$ cat src/rtl/table_writer.sv
// 16x4 (parameterisable) table with a self-initialising default fill (~address),
// a sequential valid/ready write port and a registered read-before-write read port.
module table_writer #(
  parameter int unsigned ADDR_W = 4,
  parameter int unsigned DATA_W = 4
) (
  input  logic              clk,
  input  logic              reset,
  input  logic              start,
  input  logic              wr_valid,
  input  logic [DATA_W-1:0] wr_data,
  output logic              wr_ready,
  input  logic [ADDR_W-1:0] rd_address,
  output logic [DATA_W-1:0] rd_data,
  output logic              busy,
  output logic              done,
  output logic [ADDR_W-1:0] wr_ptr
);

  typedef enum logic {
    S_INIT = 1'b0,
    S_IDLE = 1'b1
  } state_t;

  state_t            r_state;
  state_t            w_state_nxt;
  logic [ADDR_W-1:0] r_wr_ptr;
  logic [ADDR_W-1:0] w_ptr_nxt;
  logic              r_done;
  logic              w_done_nxt;
  logic              w_mem_we;
  logic [DATA_W-1:0] w_mem_wdata;
  logic [DATA_W-1:0] w_fill;
  logic [ADDR_W-1:0] w_inv_ptr;
  logic              w_last;

  logic [DATA_W-1:0] r_mem [2**ADDR_W];

  // Invert at address width first, then fit to the data width.
  assign w_inv_ptr = ~r_wr_ptr;
  if (DATA_W <= ADDR_W) begin : g_fill_trunc
    assign w_fill = w_inv_ptr[DATA_W-1:0];
  end else begin : g_fill_ext
    assign w_fill = {{(DATA_W-ADDR_W){1'b0}}, w_inv_ptr};
  end

  assign w_last = (r_wr_ptr == '1);

  always_comb begin
    w_state_nxt = r_state;
    w_ptr_nxt   = r_wr_ptr;
    w_done_nxt  = 1'b0;
    w_mem_we    = 1'b0;
    w_mem_wdata = w_fill;
    busy        = 1'b0;
    wr_ready    = 1'b0;
    case (r_state)
      S_INIT: begin
        busy      = 1'b1;
        w_mem_we  = 1'b1;
        w_ptr_nxt = r_wr_ptr + ADDR_W'(1);
        if (w_last) begin
          w_state_nxt = S_IDLE;
          w_done_nxt  = 1'b1;
        end
      end
      S_IDLE: begin
        wr_ready = 1'b1;
        // start retracts a coinciding write even though wr_ready is high.
        if (start) begin
          w_state_nxt = S_INIT;
          w_ptr_nxt   = '0;
        end else if (wr_valid) begin
          w_mem_we    = 1'b1;
          w_mem_wdata = wr_data;
          w_ptr_nxt   = r_wr_ptr + ADDR_W'(1);
          w_done_nxt  = w_last;
        end
      end
    endcase
  end

  always_ff @(posedge clk) begin
    if (reset) begin
      r_state  <= S_INIT;
      r_wr_ptr <= '0;
      r_done   <= 1'b0;
    end else begin
      r_state  <= w_state_nxt;
      r_wr_ptr <= w_ptr_nxt;
      r_done   <= w_done_nxt;
    end
  end

  always_ff @(posedge clk) begin
    if (reset) begin
      rd_data <= '0;
    end else begin
      rd_data <= r_mem[rd_address];
    end
  end

  // Contents survive reset; the INIT fill rewrites them.
  always_ff @(posedge clk) begin
    if (!reset && w_mem_we) begin
      r_mem[r_wr_ptr] <= w_mem_wdata;
    end
  end

  assign done   = r_done;
  assign wr_ptr = r_wr_ptr;

endmodule

$ cat config.mk
export PLATFORM = sky130hd
export DESIGN_NAME = table_writer
export DESIGN_NICKNAME = d
export VERILOG_FILES = /design/src/rtl/table_writer.sv
export SDC_FILE = /design/constraint.sdc
export NUM_CORES = 1
export LEC_CHECK = 0
export ABC_AREA = 1
export CAP_MARGIN = 15
export CORE_UTILIZATION = 60
export CTS_CLUSTER_SIZE = 16
export DETAILED_ROUTE_END_ITERATION = 8
export DONT_BUFFER_PORTS = 1
export HOLD_SLACK_MARGIN = 0.06
export PLACE_DENSITY = 0.76
export REMOVE_ABC_BUFFERS = 1
export SETUP_SLACK_MARGIN = 0.4
export SYNTH_ARGS = -nofsm -noshare
export SYNTH_HDL_FRONTEND = slang
export SYNTH_SLANG_ARGS = --single-unit
export TNS_END_PERCENT = 30
$ cat constraint.sdc
create_clock -name clk -period 2 [get_ports clk]
set_input_delay 0.4 -clock clk [delete_from_list [all_inputs] [get_ports clk]]
set_output_delay 0.4 -clock clk [all_outputs]
set_load 0.1 [all_outputs]
### Word level (Yosys, flattened, before mapping)

Memories as Yosys holds them, arrays and structs flattened. A register that Yosys moved wholly into a read port is not among the register bits.
Index checks and enable logic that the tools add are counted.

| word-level totals | value |
|---|---|
| flip-flop bits (word level) | 6 |
| bits in writable memories | 64 |
| input bits | 12 |
| output and inout bits | 11 |
| word-level logic and storage cells | 30 |
| memories | 1 |

Memory list:

| memory | depth | bits a word | read ports | clocked after Yosys merged registers in | wr ports | RTL line | source |
|---|---|---|---|---|---|---|---|
| r_mem | 16 | 4 | 1 | 1 | 1 | 37 | `logic [DATA_W-1:0] r_mem [2**ADDR_W];` |

| cells by class | value |
|---|---|
| add/subtract/negate cells | 1 |
| equal/unequal tests | 2 |
| multiplexer cells | 19 |
| bitwise operators | 2 |
| reductions and logical operators | 2 |

Operators by type and width:

| cell | number |
|---|---|
| two-way mux 4 bit | 5 |
| two-way mux 1 bit | 10 |
| one-hot mux 4 bit (2 select lines) | 1 |
| one-hot mux 1 bit (2 select lines) | 3 |
| adder 4 x 1 -> 4 bit (second input constant) | 1 |
| == test 4 bit (second input constant) | 1 |
| NOT 4 bit | 1 |
| inequality test 3 bit (second input constant) | 1 |
| logical AND 1 bit | 1 |
| logical NOT 1 bit | 1 |
| NOT 1 bit | 1 |

### Logic depth before layout (Yosys ltp)

| depth | value |
|---|---|
| depth after elaboration | 6 |
| gate-level depth with buffers | 9 |
| mapped depth without buffers | 7 |

### Worst setup path after synthesis

No wires, ideal clock.

| timing path | value |
|---|---|
| path type | reg2reg |
| start | register r_state |
| end | memory r_mem[15][0], enable pin |
| library setup time | 0.361 ns |
| data arrival time | 2.305 ns |
| data required time | 1.639 ns |
| slack | -0.667 ns |
| stages on the path, launching flop included | 6 |
| buffers on the path | 0 |
| period minus slack after synthesis | 2.667 ns |
| cells stage by stage | dfxtp_1 -> inv_1 -> a21oi_1 -> nor2_1 -> inv_1 -> nor3_1 |

| on the way | value |
|---|---|
| cells in the longest elaborated chain, start to end | 5 |

RTL lines:

| item | RTL line | source |
|---|---|---|
| start: declaration | 25 | `state_t r_state;` |
| start signal: assignment | 89 | `r_state <= w_state_nxt;` |
| NOT 1 bit | n/a |  |
| one-hot mux 1 bit (2 select lines) (*) | 57 | `case (r_state)` |
| logical AND 1 bit (*) | 105 | `if (!reset && w_mem_we) begin` |
| two-way mux 1 bit (*) | 105 |  |
| two-way mux 1 bit (not written as such) (*) | 106 | `r_mem[r_wr_ptr] <= w_mem_wdata;` |
| end: declaration | 37 |  |

Mark *: on every way between the ends. The rest lies on a longest branch, timed or not.

### Worst setup path after layout

| timing path | value |
|---|---|
| start | register r_state |
| end | memory r_mem[11][0], data pin |

| on the way | value |
|---|---|
| cells in the longest elaborated chain, start to end | 1 |

RTL lines:

| item | RTL line | source |
|---|---|---|
| two-way mux 4 bit | 57 |  |
| named net w_mem_wdata[0] | 32 | `logic [DATA_W-1:0] w_mem_wdata;` |

The timed path passes the listed nets, and every way through them passes these cells.

==> summary.md <==
| Metric | Value |
|---|---|
| Status | finished, final reports clean |
| Via Count | 2,280 |
| # port buffers | 0 |
| # clock sinks | 74 |
| Pwr/cell area | roughly 850 mW/mm² |
| Initial Util | a little over three fifths |
| Setup CP Type | reg -> reg |
| Unrepaired setup endpoints after global routing | true |
| 1st-iter DRT viols | 332 |
| Clock Latency Late Sink | 0.34 ns |
| Synth warn | 0 |
| Post-layout min period | roughly 1.5 ns |
| Commonest non-fill, non-tap cell in the layout | nand2_1 |
| Dpl hpwl | 4202 µm |
| Cell area after synthesis | 0.003284 mm² |
| Antenna-violating nets left | 0 |
| P&R area growth vs syn | 10.29% |
| Leakage | 1.493 nW |
| Setup TNS | 0 ns |
| Ratio of cells with drive above 1 in the final layout | 12.86% |
| Vias/cell | 5.429 |
| First-pass GRT wire length | 10,750 µm |
| Max Cap Viol | 0 |
| Fmax | about 650 MHz |
| Die area | 0.005774 mm² |
| Number of global-route vias before repair | around 2,200 |
| Final Power | 0.003097 W |
| Final setup violation count | 0 |
| Filler cells | 416 |
| Worst EP arrival | 1.60 ns |
| Clk root buf | clkbuf_8 |
| Hold Path Class | in -> reg |
| Area contributors post-synth | edfxtp_1 59%, nand2_1 13%, nand3_1 6.4%, dfxtp_1 6.1%, inv_1 4.9% |
| Worst-Margin Slew | 0.3597 ns |
| DRT met1 WL | 2579 µm |
| Setup bufs post-CTS | 0 |
| Clock-pin slew on the worst setup and hold paths | 0.08 ns |
| Core area | 0.005205 mm² |
| NumNets Final | 362 |
| Drt first pass iters | 8 |
| CP Max Fanout | 16 |
| Max VDD drop | 0.0005987 V |
| Pin count of the biggest net entering global routing | 34 |
| Io pins | 23 |
| Die W | between 70 and 80 µm |
| Yosys top cell area share | between 50% and 60% |
| Post-Syn Instances | 330 |
| Chip Height | between 70 and 80 µm |
| Seq cells post-synth | between 70 and 80 |
| Grt total ovfl | 0 |
| Clk_skew | approximately 0.011 ns |
| Most frequent cells in the layout | 109 x nand2_1, 64 x edfxtp_1, 43 x inv_1 |
| Overall Global Routing Usage | 25.25% |
| Ant. Diodes | 0 |
| Clk buf depth | 2 |
| Total CTS buffers | 9 |
| Final Hold Viols | 0 |
| Largest area contributor in the netlist | edfxtp_1 |
| Period utilization | 76.41% |
| Slew Viols, Final | 0 |
| Setup crit start kind | flip-flop |
| CTS tree | built |
| H-tree depth | 3 |
| Uppermost layer routed | met4 |
| # placed instances | 404 |
| Register area share after synthesis | 64.61% |
| Placer congestion estimate | 0.8119 |
| Cell Rows | 26 |
| DRC Markers | 0 |
| Initial antenna violation count | 0 |
| Met3 wire length | 723 µm |
| Cell variety after synth | 19 |
| Fin cells | 420 |
| Routed WL | 6567 µm |
| Routed WL per cell | 15.64 µm |
| Slew HR | 75.93% |
| Routed wire length on met2 | 3123 µm |
| Data required, critical path | about 2.1 ns |
| CP Capture Type | flip-flop |
| Syn avg cell area | about 10 µm² |
## kinds of logic (layout without fill, tap and decap cells)
group / after synthesis / after routing / share of synthesized area (%)
adder cells (fa/ha/maj): 5 / 5 / 1.905
buffers and inverters: 58 / 78 / 8.648
AO/OA/AOI/OAI: 14 / 14 / 2.210
flip-flops: 74 / 74 / 64.61
XOR/XNOR: 2 / 2 / 0.5334
AND/OR/NAND/NOR: 177 / 177 / 22.10
## critical path: stages (launching register included)
cell     delay [ns]
dfxtp_1        0.34
buf_4          0.31
nand3_2        0.20
nor2_1         0.13
a21oi_1        0.05
buf_4          0.22
## registers in the layout (all words and copies together), names as in the netlist
register / count
done: 1
r_state: 1
rd_data: 4
wr_ptr: 4
r_mem: 64
## power breakdown
| part | switching, W | internal, W |
|---|---|---|
| sequential | 0.0000111 | 0.00171 |
| combinational | 0.000221 | 0.0000686 |
| clock | 0.000516 | 0.000573 |
## what timing repair did
action	CTS	global route
endpoints found under the setup margin	50	79
endpoints found under the hold margin	0	0
gates resized for setup	3	11
hold buffers	0	0
## layer usage
metal,vias to the layer above,global-route usage (%)
li1,1101,-
met1,1023,31.61
met2,139,40.27
met3,17,7.545
met4,0,12.50
met5,-,0
## area by class of cell
| cell class | instances | area, µm² | area share [%] |
|---|---|---|---|
| repair buffers | 17 | 127.6 | 3.523 |
| well taps | 70 | 87.58 | 2.418 |
| clock inverters | 5 | 55.05 | 1.520 |
| flip-flops and latches | 74 | 2122 | 58.58 |
| clock buffers | 11 | 131.4 | 3.627 |
| multi-input cells | 198 | 924.6 | 25.53 |
| inverters | 45 | 173.9 | 4.801 |
## synthesized netlist by cell type
master and count:
nor3_1 5, ha_1 5, inv_6 1, a21oi_1 12
nand4_1 1, xor2_1 2, nor2_1 19, a211oi_1 1
buf_4 1, buf_2 4, nand2_1 110, inv_1 43
inv_2 1, buf_6 7, nand3_1 42, edfxtp_1 64
o21ai_0 1, dfxtp_1 10, clkbuf_1 1
## final timing paths
path | from | endpoint | slack (ns) | cells after the start
max | r_state | r_mem[11][0] | 0.47 | 5
min | reset | rd_data[2] | 0.12 | 1
max reg2reg | r_state | r_mem[11][0] | 0.47 | 5
min reg2reg | wr_ptr[3] | wr_ptr[3] | 0.57 | 2
## stage by stage
stage          cell area [µm²]  hold slack (ns)  utilization, %  setup WS, ns
4_1_cts                   3591           0.1022           68.99        0.3917
5_1_grt                   3622           0.1022           69.59        0.3856
3_5_place_dp              3390           0.4724           65.12        0.1847
3_3_place_gp              3390           0.4722           65.12        0.2805
2_1_floorplan             3174           0.4691               -       -0.6668
6_report                  3622           0.1198           69.59        0.4718
Power figures use the tool's default switching activity.
